==> src/rtl/spi_slave_fifo.sv <==
// spi_slave_fifo: SPI slave with TX/RX FIFOs. All logic runs in the clk100 domain.
// The SPI pins are treated as asynchronous inputs. They pass through 2-FF
// synchronisers, and edges are found on the synchronised copies.
//
// Ports
//   clk100, rst          system clock, async active-high reset
//   mode_i               {CPOL, CPHA}, latched at frame start
//   sclk_i/csn_i/mosi_i  SPI pins from the master (asynchronous)
//   miso_o, miso_oe_o    slave data out and its output enable (frame active)
//   tx_*                 TX FIFO write side: data, write strobe, full, level
//   rx_*                 RX FIFO read side: show-ahead head, valid, pop, level
//   rx_overflow_o        sticky: an RX word was dropped
//   tx_underrun_o        sticky: IDLE_WORD was loaded
//   clear_i              flush both FIFOs and clear both sticky flags
//
// state    | meaning
// S_IDLE   | no frame; MISO released, waiting for a synced CS fall
// S_ACTIVE | frame in progress; sample/shift on SCLK edges per latched mode
module spi_slave_fifo #(
  parameter int DATA_W = 8,
  parameter int TX_DEPTH = 16,
  parameter int RX_DEPTH = 16,
  parameter bit MSB_FIRST = 1'b1,
  parameter logic [DATA_W-1:0] IDLE_WORD = '0
) (
  input  logic                            clk100,
  input  logic                            rst,
  input  logic [1:0]                      mode_i,
  input  logic                            sclk_i,
  input  logic                            csn_i,
  input  logic                            mosi_i,
  output logic                            miso_o,
  output logic                            miso_oe_o,
  input  logic [DATA_W-1:0]               tx_data_i,
  input  logic                            tx_wr_i,
  output logic                            tx_full_o,
  output logic [$clog2(TX_DEPTH+1)-1:0]   tx_level_o,
  output logic [DATA_W-1:0]               rx_data_o,
  output logic                            rx_valid_o,
  input  logic                            rx_rd_i,
  output logic [$clog2(RX_DEPTH+1)-1:0]   rx_level_o,
  output logic                            rx_overflow_o,
  output logic                            tx_underrun_o,
  input  logic                            clear_i
);
  localparam int TXA = $clog2(TX_DEPTH);
  localparam int TXL = $clog2(TX_DEPTH + 1);
  localparam int RXA = $clog2(RX_DEPTH);
  localparam int RXL = $clog2(RX_DEPTH + 1);
  localparam int CW  = $clog2(DATA_W + 1);
  localparam logic [TXL-1:0] TX_FULL_CNT = TXL'(TX_DEPTH);
  localparam logic [RXL-1:0] RX_FULL_CNT = RXL'(RX_DEPTH);
  localparam logic [CW-1:0]  LAST_BIT    = CW'(DATA_W - 1);

  typedef enum logic {S_IDLE, S_ACTIVE} state_t;
  state_t state, state_nxt;

  // The CS synchroniser resets to 0 (asserted). If CS is still low when reset
  // is released, no fall is seen, so a frame cut by reset is not resumed.
  logic [1:0] sclk_sync, csn_sync, mosi_sync;
  logic       sclk_d, csn_d;

  always_ff @(posedge clk100 or posedge rst) begin
    if (rst) begin
      sclk_sync <= '0;
      csn_sync  <= '0;
      mosi_sync <= '0;
      sclk_d    <= 1'b0;
      csn_d     <= 1'b0;
    end else begin
      sclk_sync <= {sclk_sync[0], sclk_i};
      csn_sync  <= {csn_sync[0], csn_i};
      mosi_sync <= {mosi_sync[0], mosi_i};
      sclk_d    <= sclk_sync[1];
      csn_d     <= csn_sync[1];
    end
  end

  logic [1:0]        mode_q;
  logic [CW-1:0]     bit_cnt;
  logic [DATA_W-1:0] tx_sr, rx_sr, rx_nxt, load_word;
  logic sclk_rise, sclk_fall, csn_fall, csn_rise, lead, trail;
  logic active, sample_ev, shift_ev, word_done, load, start;

  assign sclk_rise = sclk_sync[1] & ~sclk_d;
  assign sclk_fall = ~sclk_sync[1] & sclk_d;
  assign csn_fall  = ~csn_sync[1] & csn_d;
  assign csn_rise  = csn_sync[1] & ~csn_d;
  assign lead      = mode_q[1] ? sclk_fall : sclk_rise;
  assign trail     = mode_q[1] ? sclk_rise : sclk_fall;
  assign active    = (state == S_ACTIVE);
  assign start     = (state == S_IDLE) && csn_fall;

  assign sample_ev = active && !csn_rise && (mode_q[0] ? trail : lead);
  // With bit_cnt at 0 the first bit of the current word is already on MISO,
  // so the shift edge must not advance the register.
  assign shift_ev  = active && !csn_rise && (mode_q[0] ? lead : trail) && (bit_cnt != '0);
  assign word_done = sample_ev && (bit_cnt == LAST_BIT);
  assign load      = start || word_done;
  assign rx_nxt    = MSB_FIRST ? {rx_sr[DATA_W-2:0], mosi_sync[1]}
                               : {mosi_sync[1], rx_sr[DATA_W-1:1]};

  always_ff @(posedge clk100 or posedge rst) begin
    if (rst) state <= S_IDLE;
    else     state <= state_nxt;
  end

  always_comb begin
    state_nxt = state;
    miso_oe_o = 1'b0;
    miso_o    = 1'b0;
    case (state)
      S_IDLE:   if (csn_fall) state_nxt = S_ACTIVE;
      S_ACTIVE: begin
        miso_oe_o = 1'b1;
        miso_o    = MSB_FIRST ? tx_sr[DATA_W-1] : tx_sr[0];
        if (csn_rise) state_nxt = S_IDLE;
      end
      default:  state_nxt = S_IDLE;
    endcase
  end

  always_ff @(posedge clk100 or posedge rst) begin
    if (rst) begin
      mode_q  <= '0;
      bit_cnt <= '0;
      tx_sr   <= '0;
      rx_sr   <= '0;
    end else begin
      if (load)          tx_sr <= load_word;
      else if (shift_ev) tx_sr <= MSB_FIRST ? (tx_sr << 1) : (tx_sr >> 1);
      if (start) begin
        mode_q  <= mode_i;
        bit_cnt <= '0;
      end else if (sample_ev) begin
        rx_sr   <= rx_nxt;
        bit_cnt <= word_done ? '0 : bit_cnt + 1'b1;
      end
    end
  end

  // TX FIFO
  logic [DATA_W-1:0] tx_mem [TX_DEPTH];
  logic [TXA-1:0]    tx_wp, tx_rp;
  logic [TXL-1:0]    tx_cnt;
  logic              tx_wr_ok, tx_pop;

  assign tx_full_o  = (tx_cnt == TX_FULL_CNT);
  assign tx_level_o = tx_cnt;
  assign tx_wr_ok   = tx_wr_i && !tx_full_o;
  assign tx_pop     = load && (tx_cnt != '0);
  assign load_word  = (tx_cnt != '0) ? tx_mem[tx_rp] : IDLE_WORD;

  always_ff @(posedge clk100) begin
    if (tx_wr_ok && !clear_i) tx_mem[tx_wp] <= tx_data_i;
  end

  always_ff @(posedge clk100 or posedge rst) begin
    if (rst) begin
      tx_wp <= '0; tx_rp <= '0; tx_cnt <= '0; tx_underrun_o <= 1'b0;
    end else if (clear_i) begin
      tx_wp <= '0; tx_rp <= '0; tx_cnt <= '0; tx_underrun_o <= 1'b0;
    end else begin
      if (tx_wr_ok) tx_wp <= tx_wp + 1'b1;
      if (tx_pop)   tx_rp <= tx_rp + 1'b1;
      case ({tx_wr_ok, tx_pop})
        2'b10:   tx_cnt <= tx_cnt + 1'b1;
        2'b01:   tx_cnt <= tx_cnt - 1'b1;
        default: tx_cnt <= tx_cnt;
      endcase
      if (load && (tx_cnt == '0)) tx_underrun_o <= 1'b1;
    end
  end

  // RX FIFO; a full FIFO still accepts a push when a pop happens the same cycle
  logic [DATA_W-1:0] rx_mem [RX_DEPTH];
  logic [RXA-1:0]    rx_wp, rx_rp;
  logic [RXL-1:0]    rx_cnt;
  logic              rx_pop, rx_acc, rx_full;

  assign rx_full    = (rx_cnt == RX_FULL_CNT);
  assign rx_valid_o = (rx_cnt != '0);
  assign rx_level_o = rx_cnt;
  assign rx_pop     = rx_rd_i && rx_valid_o;
  assign rx_acc     = word_done && (!rx_full || rx_pop);
  assign rx_data_o  = rx_valid_o ? rx_mem[rx_rp] : '0;

  always_ff @(posedge clk100) begin
    if (rx_acc && !clear_i) rx_mem[rx_wp] <= rx_nxt;
  end

  always_ff @(posedge clk100 or posedge rst) begin
    if (rst) begin
      rx_wp <= '0; rx_rp <= '0; rx_cnt <= '0; rx_overflow_o <= 1'b0;
    end else if (clear_i) begin
      rx_wp <= '0; rx_rp <= '0; rx_cnt <= '0; rx_overflow_o <= 1'b0;
    end else begin
      if (rx_acc) rx_wp <= rx_wp + 1'b1;
      if (rx_pop) rx_rp <= rx_rp + 1'b1;
      case ({rx_acc, rx_pop})
        2'b10:   rx_cnt <= rx_cnt + 1'b1;
        2'b01:   rx_cnt <= rx_cnt - 1'b1;
        default: rx_cnt <= rx_cnt;
      endcase
      if (word_done && !rx_acc) rx_overflow_o <= 1'b1;
    end
  end

endmodule

==> config.mk <==
export PLATFORM = sky130hd
export DESIGN_NAME = spi_slave_fifo
export DESIGN_NICKNAME = d
export VERILOG_FILES = /design/src/rtl/spi_slave_fifo.sv
export SDC_FILE = /design/constraint.sdc
export NUM_CORES = 1
export LEC_CHECK = 0
export BUFFER_PORTS_ARGS = -buffer_cell sky130_fd_sc_hd__buf_2
export CORE_ASPECT_RATIO = 0.5
export CORE_MARGIN = 2
export CORE_UTILIZATION = 50
export DETAILED_ROUTE_END_ITERATION = 12
export PLACE_DENSITY = 0.66
export SYNTH_ARGS = -nofsm -noshare
export SYNTH_HDL_FRONTEND = slang
export SYNTH_SLANG_ARGS = --single-unit
==> constraint.sdc <==
create_clock -name clk100 -period 3.2 [get_ports clk100]
set_input_delay 0.16 -clock clk100 [delete_from_list [all_inputs] [get_ports clk100]]
set_output_delay 0.16 -clock clk100 [all_outputs]
set_load 0.02 [all_outputs]
==> results of run 1 <==
==> sequential cells by signal, indices dropped and copies added (netlist names), 2 cells and up <==
signal      cells
tx_rp           4
sclk_sync       2
rx_sr           7
mosi_sync       2
tx_sr           8
tx_mem        128
csn_sync        2
rx_level_o      5
tx_wp           4
bit_cnt         4
mode_q          2
tx_level_o      5
rx_rp           4
rx_mem        128
rx_wp           4
==> worst register-to-register path, cell delays in order (launching register included) <==
cell      delay [ps]
dfrtp_1          430
or4_4            580
o21ai_2          250
a21o_1           180
inv_2             80
ha_1             320
nor2b_1          140
o21ai_0          140
nand2b_1          90
a31oi_1          200
mux2_1           340
==> synth_stat cells (3+ instances only) <==
cell type	count
a221oi_1	8
a211oi_1	4
and2_1	3
nor2_1	74
mux2i_1	24
buf_2	10
ha_1	17
nand2_1	37
edfxtp_1	256
dfrtp_1	58
a21oi_1	17
clkbuf_1	14
xnor2_1	11
mux2_2	8
xor2_1	10
or3_1	3
nand4_1	5
buf_1	3
a22oi_1	8
nand2b_1	4
mux4_2	65
nor3b_1	3
buf_4	4
a31oi_1	5
o21ai_0	11
nor2b_1	19
nor3_1	8
inv_1	15
==> final timing paths <==
check	from	end	slack [ps]	depth (start not counted)
hold reg to reg	csn_sync[0]	csn_sync[1]	350	0
min in group asynchronous	rst	mosi_sync[0]	420	3
max in group asynchronous	rst	csn_d	2030	4
hold / removal	tx_data_i[1]	tx_mem[4][1]	6	1
setup / recovery	rx_level_o[1]	rx_level_o[4]	320	10
setup reg to reg	rx_level_o[1]	rx_level_o[4]	320	10
==> power by group through the flow <==
stage                     Combinational (mW)  Clock [mW]  Sequential, mW
final                                   1.72        3.10            5.14
after global routing                    1.88        3.32            5.18
after CTS                               1.76        3.16            5.13
after detailed placement                1.74           0            5.22
after global placement                  1.71           0            5.19
after floorplan                         1.21           0            5.13
==> stage by stage <==
stage	cells	instance area (sq um)	hold WS, ps	setup WS (ps)	utilization
CTS	1197	14700	2.18	314	0.580
finish	1197	14700	5.57	322	0.580
floorplan	738	12900	191	444	-
detailed placement	1136	13800	270	334	0.544
global placement	1136	13800	268	422	0.544
global route	1197	14700	6.82	172	0.580
==> area by class of cell <==
| cell class | count | area share |
|---|---|---|
| inverters | 16 | 0.00409 |
| clock buffers | 41 | 0.0532 |
| well taps | 344 | 0.0293 |
| multi-input cells | 377 | 0.242 |
| repair buffers | 95 | 0.0450 |
| flip-flops and latches | 314 | 0.623 |
| clock inverters | 10 | 0.00290 |
==> kinds of logic after synthesis <==
| group | Yosys count | synth area share |
|---|---|---|
| compound gates | 68 | 0.0366 |
| mux | 101 | 0.144 |
| fa+ha+maj | 18 | 0.0180 |
| xor+xnor | 22 | 0.0155 |
| flops | 314 | 0.708 |
| simple gates | 168 | 0.0618 |
| buf+inv | 47 | 0.0158 |
==> layer usage <==
layer / vias up / global-route usage / routed length, um
li1: 3052 / - / -
met1: 3484 / 0.276 / 11400
met2: 155 / 0.328 / 12800
met3: 35 / 0.0320 / 1200
met4: 0 / 0.0391 / 428
met5: - / 0 / 0
==> timing repair <==
item                                    4_1_cts  5_1_grt
endpoints found under the setup margin        0        0
hold buffers                                 10        0
hold endpoints to repair                    116        0
==> flow_metrics.env, run 1 <==
export IMPL_worstMarginPinSlew_ps=1010
export IMPL_vias=6726
export IMPL_endpoint_kind="flip-flop"
export IMPL_drt_iter0_drc=663
export IMPL_synth_ff_type="edfxtp_1"
export IMPL_first_pass_iters=5
export IMPL_synth_cells=738
export IMPL_num_rows=41
export IMPL_fp_dieH_um=118
export IMPL_crit_fanout=5
export IMPL_period_share=0.899
export IMPL_clock_latency_ps=550
export IMPL_initial_core_util=0.510
export IMPL_grt_util_all_layers=0.196
export IMPL_max_freq_mhz=347
export IMPL_finalCriticalPeriod_ps=2880
export IMPL_worstPathArrival_ps=3300
export IMPL_clock_root_buffer="clkbuf_16"
export IMPL_yosys_warnings=0
export IMPL_power_frac_comb=0.173
export IMPL_path_delay_family="simple AND/OR/NAND/NOR gates"
export IMPL_critPathBufInv=1
export IMPL_post_cts_buffers=0
export IMPL_diodes=0
export IMPL_routedWlPerCell_um=21.6
export IMPL_syn2layout_area_growth_pct=13.7
export IMPL_hold_path_class="input pin to flip-flop"
export IMPL_rsz0062_at_grt="no"
export IMPL_grt_pass1_wl_mm=40.5
export IMPL_synth_top_area_frac=0.596
export IMPL_cp_required_ps=3620
export IMPL_p_leak_nw=5.04
export IMPL_relSlewSlack=0.323
export IMPL_via_per_inst=5.62
export IMPL_crit_chain="or4_4 > o21ai_2 > a21o_1 > inv_2 > ha_1 > nor2b_1 > o21ai_0 > nand2b_1 > a31oi_1 > mux2_1"
export IMPL_powerDensity_nw_per_um2=678
export IMPL_clkPwrFrac=0.311
export IMPL_ff_latch_area_sq_um=9140
export IMPL_startpoint_type="flip-flop"
export IMPL_hold_viol=0
export IMPL_drv_slew=0
export IMPL_syn_avg_cell_area_sq_um=17.5
export IMPL_drc_errors=0
export IMPL_tritoncts="yes"
export IMPL_gp_congestion=0.863
export IMPL_grt_max_degree=49
export IMPL_ioPinCount=42
export IMPL_synthTopCellsByArea="edfxtp_1 (60%), mux4_2 (11%), dfrtp_1 (11%)"
export IMPL_cts_buffer_depth=3
export IMPL_drive_gt1_frac=0.252
export IMPL_port_buffers=41
export IMPL_cts_buffers=28
export IMPL_setup_viol=0
export IMPL_cts_sinks=314
export IMPL_synth_edf_count=256
export IMPL_dieArea_sq_um=27200
export IMPL_syn_area_sq_um=12900
export IMPL_finClkSkew_ps=11.0
export IMPL_switching_share=0.271
export IMPL_p_int_mw=7.25
export IMPL_final_cell_mix="edfxtp_1 (256), nor2_1 (74), mux4_2 (65)"
export IMPL_maxCapViolCount=0
export IMPL_synth_nets=774
export IMPL_clkTransAtPathRegs_ps=70
export IMPL_grt_overflow=0
export IMPL_max_stage_delay_ps=580
export IMPL_status="completed"
export IMPL_synthArstFlopShare=0.185
export IMPL_grt_pass1_vias=6978
export IMPL_n_fill_cell=1948
export IMPL_ys_ff_latch=314
export IMPL_layout_commonest_cell="edfxtp_1"
export IMPL_switching_power_mw=2.70
export IMPL_h_tree_depth=1
export IMPL_place_hpwl_mm=16.3
export IMPL_coreArea_sq_um=25300
export IMPL_multiInputGateArea_sq_um=3560
export IMPL_post_cts_resized=0
export IMPL_synth_area_leader_cell="edfxtp_1"
export IMPL_die_w_um=231
export IMPL_cp_slowest_cell="or4_4"
export IMPL_path_class="flip-flop to flip-flop"
export IMPL_p_total_mw=9.96
export IMPL_final_nets=868
export IMPL_ir_drop_mv=0.393
export IMPL_tns_ps=0
export IMPL_grt_antenna_before_repair=0
export IMPL_synthDistinctLibCells=55
export IMPL_ys_seq_area_frac=0.708
export IMPL_power_frac_seq=0.516
export IMPL_wl_mm=25.9
export IMPL_ant_nets=0
No activity file was read; power rests on OpenSTA's default activity.
==> inputs of run 2 (changes only) <==
--- a/config.mk
+++ b/config.mk
@@ -10,7 +10,8 @@
 export CORE_MARGIN = 2
 export CORE_UTILIZATION = 50
 export DETAILED_ROUTE_END_ITERATION = 12
-export PLACE_DENSITY = 0.66
+export PLACE_DENSITY = 0.69
+export SKIP_LAST_GASP = 1
 export SYNTH_ARGS = -nofsm -noshare
 export SYNTH_HDL_FRONTEND = slang
 export SYNTH_SLANG_ARGS = --single-unit
==> constraint.sdc (replaced) <==
create_clock -name clk100 -period 2.36 [get_ports clk100]
set_input_delay 0.118 -clock clk100 [delete_from_list [all_inputs] [get_ports clk100]]
set_output_delay 0.118 -clock clk100 [all_outputs]
set_load 0.02 [all_outputs]
==> flow_metrics.env, run 2 (same netlist as run 1, synthesis figures left out) <==
export IMPL_status="finished, violations left"
export IMPL_violations="setup timing"
export IMPL_ant_nets=0
export IMPL_drive_gt1_frac=0.323
export IMPL_r2r_cells=11
export IMPL_dieArea_sq_um=27200
export IMPL_place_area_sq_um=14200
export IMPL_cts_buffers=26
export IMPL_cts_buffer_depth=3
export IMPL_pre_cts_ws_ps=-269
export IMPL_final_cell_mix="edfxtp_1 (256), buf_4 (96), nor2_1 (72)"
export IMPL_grt_util_all_layers=0.193
export IMPL_hold_path_class="input pin to flip-flop"
export IMPL_h_tree_depth=1
export IMPL_ioPinCount=42
export IMPL_drc_errors=0
export IMPL_via_per_inst=5.54
export IMPL_drt_iter0_drc=589
export IMPL_n_fill_cell=1849
export IMPL_hold_viol=0
export IMPL_drv_slew=0
export IMPL_ir_drop_mv=0.635
export IMPL_stdcell_area_sq_um=15300
export IMPL_tns_ps=-2480
export IMPL_routedWlPerCell_um=20.3
export IMPL_endpoint_kind="flip-flop"
export IMPL_vias=6965
export IMPL_crit_chain="or4_4 > o21ai_4 > a21o_1 > inv_2 > ha_4 > nor2b_4 > o21ai_2 > nand2b_1 > nor2_1 > a31oi_1 > mux2_1"
export IMPL_rsz0062_at_grt="yes"
export IMPL_die_w_um=231
export IMPL_grt_pass1_vias=7171
export IMPL_top_regs="rx_mem (128), tx_mem (128), tx_sr (8)"
export IMPL_p_leak_nw=5.37
export IMPL_initial_core_util=0.510
export IMPL_maxCapViolCount=0
export IMPL_wl_mm=25.5
export IMPL_setup_viol=20
export IMPL_clock_latency_ps=540
export IMPL_grt_pass1_wl_mm=40.3
export IMPL_cp_startpoint="rx_level_o[0]"
export IMPL_hold_path_endpoint="rx_rp[1]"
export IMPL_syn2layout_area_growth_pct=18.5
export IMPL_reg2reg_to="rx_level_o[4]"
export IMPL_tritoncts="yes"
export IMPL_path_delay_family="simple AND/OR/NAND/NOR gates"
export IMPL_hold_depth=4
export IMPL_first_pass_iters=5
export IMPL_path_class="flip-flop to flip-flop"
export IMPL_regToRegStartpoint="rx_level_o[0]"
export IMPL_period_share=1.12
export IMPL_relSlewSlack=0.557
export IMPL_place_hpwl_mm=16.7
export IMPL_num_rows=41
export IMPL_max_stage_delay_ps=560
export IMPL_clkTransAtPathRegs_ps=70
export IMPL_worstMarginPinSlew_ps=664
export IMPL_final_nets=930
export IMPL_clock_root_buffer="clkbuf_16"
export IMPL_cp_required_ps=2780
export IMPL_fp_dieH_um=118
export IMPL_powerDensity_nw_per_um2=909
export IMPL_cp_slowest_cell="or4_4"
export IMPL_finClkSkew_ps=8.98
export IMPL_coreArea_sq_um=25300
export IMPL_r2r_slack_ps=-280
export IMPL_finalCriticalPeriod_ps=2640
export IMPL_min_from="rx_rd_i"
export IMPL_gp_congestion=0.807
export IMPL_diodes=0
export IMPL_p_total_mw=13.9
export IMPL_port_buffers=41
export IMPL_grt_max_degree=59
export IMPL_cts_sinks=314
export IMPL_critPathBufInv=1
export IMPL_setup_slack_ps=-283
export IMPL_max_freq_mhz=378
export IMPL_crit_fanout=4
export IMPL_layout_commonest_cell="edfxtp_1"
export IMPL_grt_antenna_before_repair=0
export IMPL_grt_overflow=0
export IMPL_startpoint_type="flip-flop"
export IMPL_worstPathArrival_ps=3060
## run 2: worst max-delay path by stage
stage	to	slack, ps	cells after the start
after global routing	rx_level_o[4]	-400	11
after global placement	tx_level_o[4]	-180	9
final	rx_level_o[4]	-280	11
after detailed placement	tx_level_o[4]	-270	9
after CTS	rx_data_o[2]	-300	5
after floorplan	rx_level_o[4]	-270	11
## run 2: worst min-delay path: cells and delay by family
family,cells,cell delay (ps)
AO/OA/AOI/OAI,1,50
AND/OR/NAND/NOR,2,230
buffers and inverters,1,130
## run 2: through the flow
step	hold slack, ps	util	std cells
finish	24.4	0.605	1257
global route	17.9	0.605	1257
CTS	9.34	0.602	1253
detailed placement	205	0.562	1186
global placement	199	0.562	1186
floorplan	149	-	738
## run 2: timing repair
action                                 4_1_cts  5_1_grt
hold buffers                                15        0
gates resized for setup                      8       10
pin swaps                                   12       10
setup endpoints to repair                   47       62
buffers inserted                             5        4
endpoints found under the hold margin      193        0
## run 2: final cells by class
| class | count | area [sq um] | share of cell area |
|---|---|---|---|
| Sequential cell | 314 | 9150 | 0.598 |
| Multi-Input combinational cell | 377 | 3670 | 0.240 |
| Timing Repair Buffer | 159 | 1200 | 0.0784 |
| Clock buffer | 35 | 706 | 0.0462 |
| Tap cell | 344 | 430 | 0.0281 |
| Clock inverter | 12 | 82.6 | 0.00540 |
| Inverter | 16 | 60.1 | 0.00393 |
## run 2: power breakdown
part	internal (mW)	total (mW)	switching (mW)
logic	1.44	2.91	1.47
clock network	2.21	4.07	1.87
registers	6.51	6.92	0.409
## run 2: per-layer routing
metal	track usage	part of all wire	vias to the layer above
li1	-	-	3174
met3	0.0361	0.047	43
met1	0.262	0.43	3602
met4	0.0448	0.019	0
met2	0.328	0.51	146
met5	0	0	-
